--- src/rtl/cla_pkg.sv ---
// Shared definitions for the carry-lookahead adder family: the nibble
// width, the nibble type and the generate/propagate pair used by cla_4b
// and by the wider adders that chain it.
package cla_pkg;

    localparam int CLA_WIDTH = 4;

    typedef logic [CLA_WIDTH-1:0] cla_nibble_t;

    // Per-bit generate and propagate vectors for one nibble.
    typedef struct packed {
        cla_nibble_t g;
        cla_nibble_t p;
    } cla_pg_t;

    // Bit-level generate/propagate terms for an operand pair.
    function automatic cla_pg_t cla_bit_pg(input cla_nibble_t a, input cla_nibble_t b);
        cla_pg_t r;
        r.g = a & b;
        r.p = a ^ b;
        return r;
    endfunction

endpackage

--- src/rtl/cla_lookahead_unit.sv ---
// Combinational 4-bit lookahead unit. Every carry is written as a flat
// sum of products of g/p and c_in so that no carry depends on another
// carry; the same unit serves at the group level of wider adders.
module cla_lookahead_unit
    import cla_pkg::*;
(
    input  logic [3:0] g,
    input  logic [3:0] p,
    input  logic       c_in,
    output logic [4:1] c,
    output logic       gg,
    output logic       gp
);

    // Flattened carry equations and group generate/propagate.
    always_comb begin
        c[1] = g[0] | (p[0] & c_in);
        c[2] = g[1] | (p[1] & g[0]) | (p[1] & p[0] & c_in);
        c[3] = g[2] | (p[2] & g[1]) | (p[2] & p[1] & g[0])
             | (p[2] & p[1] & p[0] & c_in);
        c[4] = g[3] | (p[3] & g[2]) | (p[3] & p[2] & g[1])
             | (p[3] & p[2] & p[1] & g[0])
             | (p[3] & p[2] & p[1] & p[0] & c_in);
        gp   = p[3] & p[2] & p[1] & p[0];
        gg   = g[3] | (p[3] & g[2]) | (p[3] & p[2] & g[1])
             | (p[3] & p[2] & p[1] & g[0]);
    end

endmodule

--- src/rtl/cla_4b.sv ---
// Registered 4-bit carry-lookahead adder. Inputs are sampled every rising
// edge and all outputs appear one cycle later; there is no handshake, a
// new operand set is accepted every cycle. Reset is asynchronous and
// active-low and clears every output register.
// Optional feature: define CLA_4B_OVERFLOW_EN to add the registered
// two's-complement overflow output ovf (= c3 ^ c4).
module cla_4b
    import cla_pkg::*;
(
    input  logic       clk,
    input  logic       rst_n,
    input  logic [3:0] a,
    input  logic [3:0] b,
    input  logic       c_in,
    output logic [3:0] s,
    output logic       c_out,
    output logic       gg,
    output logic       gp
`ifdef CLA_4B_OVERFLOW_EN
    ,
    output logic       ovf
`endif
);

    cla_pg_t     pg;
    logic [4:1]  c;
    logic        gg_next;
    logic        gp_next;
    cla_nibble_t s_next;

    // Bit-level generate/propagate terms.
    always_comb begin
        pg = cla_bit_pg(a, b);
    end

    cla_lookahead_unit u_lookahead (
        .g    (pg.g),
        .p    (pg.p),
        .c_in (c_in),
        .c    (c),
        .gg   (gg_next),
        .gp   (gp_next)
    );

    // Sum bits: propagate XOR the carry into each bit.
    always_comb begin
        s_next = pg.p ^ {c[3:1], c_in};
    end

    // Output registers, cleared asynchronously so nothing is undefined.
    always_ff @(posedge clk or negedge rst_n) begin
        if (!rst_n) begin
            s     <= '0;
            c_out <= 1'b0;
            gg    <= 1'b0;
            gp    <= 1'b0;
        end else begin
            s     <= s_next;
            c_out <= c[4];
            gg    <= gg_next;
            gp    <= gp_next;
        end
    end

`ifdef CLA_4B_OVERFLOW_EN
    // Signed overflow: carry into the sign bit differs from carry out.
    always_ff @(posedge clk or negedge rst_n) begin
        if (!rst_n) begin
            ovf <= 1'b0;
        end else begin
            ovf <= c[3] ^ c[4];
        end
    end
`endif

endmodule

--- config.mk ---
export PLATFORM = sky130hd
export DESIGN_NAME = cla_4b
export DESIGN_NICKNAME = d
export VERILOG_FILES = /design/src/rtl/cla_pkg.sv /design/src/rtl/cla_lookahead_unit.sv /design/src/rtl/cla_4b.sv
export SDC_FILE = /design/constraint.sdc
export NUM_CORES = 1
export LEC_CHECK = 0
export ABC_CLOCK_PERIOD_IN_PS = 800
export CORE_AREA = 2 2 39 41
export DETAILED_ROUTE_END_ITERATION = 6
export DIE_AREA = 0 0 41 43
export PLACE_DENSITY_LB_ADDON = 0.15
export RECOVER_POWER = 50
export SLEW_MARGIN = 20
export SYNTH_ARGS = -nofsm -noshare
export SYNTH_HDL_FRONTEND = slang
export SYNTH_SLANG_ARGS = --single-unit
export TNS_END_PERCENT = 20
--- constraint.sdc ---
create_clock -name clk -period 0.8 [get_ports clk]
set_clock_uncertainty 0.15 [all_clocks]
set_input_delay 0.12 -clock clk [delete_from_list [all_inputs] [get_ports clk]]
set_output_delay 0.12 -clock clk [all_outputs]
set_load 0.01 [all_outputs]
==> results.cfg <==
[timing]
fmaxAchievable_mhz = 999.7
tightest_slew_ns = 0.3071
slew_violations = 0
fin_crit_sh_pct = 125.0
tns_ns = -1.820
finalSetupViolCount = 13
finalHoldViolations = 0
rsz0062_at_grt = true
timing.final.ws_setup_ns = -0.2003
layout_min_cycle_time_ns = 1.000
slew_headroom_pct = 79.46

[worst_setup_path]
crit_family = flip-flops
cp-start-kind = flop
cp-endpoint = s[2]
worst-path-buf-inv = 1
crit_fanout = 1
crit_required_ns = 0.53
path_depth = 1
crit_slowest_cell = dfrtp_1
crit_arrival_ns = 0.73
setup.worst_path.end_class = primary output
critPathLaunch = s[2]
crit_chain = buf_6
cpPeakStageDelay_ns = 0.37
path_class = flop to primary output

[global_routing]
grt_pass1_wl_mm = 1.235
grt_pass1_vias = 344
antenna_found_initial = 0
met2_usage_pct = 18.44
grt_max_degree = 8
use_met1_pct = 9.868
grtUsageTotal_pct = 10.82
grt_busiest_layer = met2
grt_overflow_total = 0
grt_use_met3_pct = 1.571

[cts]
htreeDepth = 1
cts_buffers = 3
clk_pin_slew_ns = 0.05
cts_buffer_depth = 2
clockRootBuffer = clkbuf_4
cts_tree = yes
cts_sinks = 7

[yosys]
synth_cells = 29
synth_top_family_by_area = adder cells
syn_nets = 45
synth_area_um2 = 369.1
yosys.area_share.xor_xnor_pct = 7.119
synthAdderAreaFrac_pct = 18.98
yosys_warnings = 0
synth-seq-cells = 7
synth-compound-area-share_pct = 18.64
synth_cell_type_count = 13
synth-seq-area-share_pct = 47.46
synth.area.mux_share_pct = 0
avgSynthCellArea_um2 = 12.73
synth_simple_gate_area_share_pct = 2.712

[flow_run]
maxCapViolCount = 0

[drt]
finalWirelength_um = 755
via_per_inst = 4.343
ant_nets = 0
avgRoutedWirePerCell_um = 10.79
drtIter0Drc = 0
drc = 0
drtPass1Iterations = 1
via_count = 304

[floorplanning]
num_io_pins = 18
die-area_um2 = 1763
start_util_pct = 26.67
num_rows = 14
fp.dieH_um = 43
core_um2 = 1384
die_w_um = 41

[finish]
finalNetCount = 71
nFillCells = 127
ff_latch_area_um2 = 175.2
design_area_um2 = 651.9
final_cells = 70
layout_commonest_cell = buf_2
area_delta_synth_final_pct = 76.61
multi_input_area_um2 = 239.0
num_antenna_cells = 0
final_cell_mix = 8 x buf_2, 7 x dfrtp_1, 7 x buf_6, 4 x ha_4
drive_gt1_share_pct = 62.96

[placed_design]
hpwl_um = 597.7
dp_slack_ns = -0.7815
detailed_place.area_um2 = 630.6
io_buffers = 17
gp_congestion = 0.6827
dp.cells = 66

[outcome]
violations = negative setup slack
status = complete, but fails checks

[pwr]
p_int_mw = 0.8067
clkPwrFrac_pct = 28.0
pwr-share-comb_pct = 33.6
seq_power_share_pct = 38.5
p_total_mw = 1.096
leakagePower_nw = 0.3133
ir_drop_mv = 0.7270
p_per_area_nw_per_um2 = 1681
netSwitchingPower_mw = 0.2893
power.share.switching_pct = 26.40

[hold_path]
hold_path.class = input port to async pin
[Yosys cell counts (all sizes together)]
master,number,area (um2)
dfrtp,7,175.2
inv,5,18.77
ha,4,50.05
a21o,3,22.52
a21oi,2,13.76
xnor2,2,17.52
a41oi,1,16.27
and4,1,10.01
fa,1,20.02
o21ai,1,8.760
o21bai,1,7.510
xor2,1,8.760
[per-stage QoR]
step,util [%],hold slack [ns]
3_3_place_gp,45.57,0.2343
6_report,47.11,0.04661
4_1_cts,46.20,-0.02773
2_1_floorplan,-,-0.3256
3_5_place_dp,45.57,0.2409
5_1_grt,47.11,0.06979
[power by group through the flow]
stage | registers, mW | logic (mW) | clock network, mW
3_5_place_dp | 0.426 | 0.383 | 0
4_1_cts | 0.418 | 0.350 | 0.326
6_report | 0.422 | 0.368 | 0.307
3_3_place_gp | 0.424 | 0.376 | 0
5_1_grt | 0.427 | 0.409 | 0.333
2_1_floorplan | 0.456 | 0.140 | 0
[worst min-delay path by stage]
stage / from / endpoint / slack [ns] / depth (start not counted)
after floorplan: rst_n / c_out / -0.33 / 0
after global placement: rst_n / s[0] / 0.23 / 1
after detailed placement: rst_n / s[2] / 0.24 / 1
after CTS: rst_n / gp / -0.03 / 1
after global routing: rst_n / gp / 0.07 / 1
final: rst_n / gp / 0.05 / 1
[layout make-up]
class                      count  area share [%]
sequential                     7           26.87
timing repair buffer          21           26.49
multi-input combinational     17           36.66
tap                           16           3.071
inverter                       5           2.879
clock buffer                   4           4.031
[registers in the layout (all words and copies together) (netlist names)]
name / flops
c_out: 1
gg: 1
gp: 1
s: 4
[routing by layer]
metal  part of all wire, %  vias to the layer above
met3                    11                        0
met2                    56                       14
li1                      -                      149
met4                     0                        0
met1                    33                      141
met5                     0                        -
[what timing repair did]
action                                 CTS  global route
pin swaps                               11             0
resized for setup                       73             2
setup endpoints to repair               14            13
endpoints found under the hold margin    7             3
setup buffers                            0             0
[cells by family after synthesis]
kind of cell               Yosys count
adders and majority gates            5
DFF                                  7
and+or+nand+nor                      1
buffers and inverters                5
AOI/OAI and AO/OA                    8
xor gates and xnor gates             3
(Power assumes the default switching activity.)
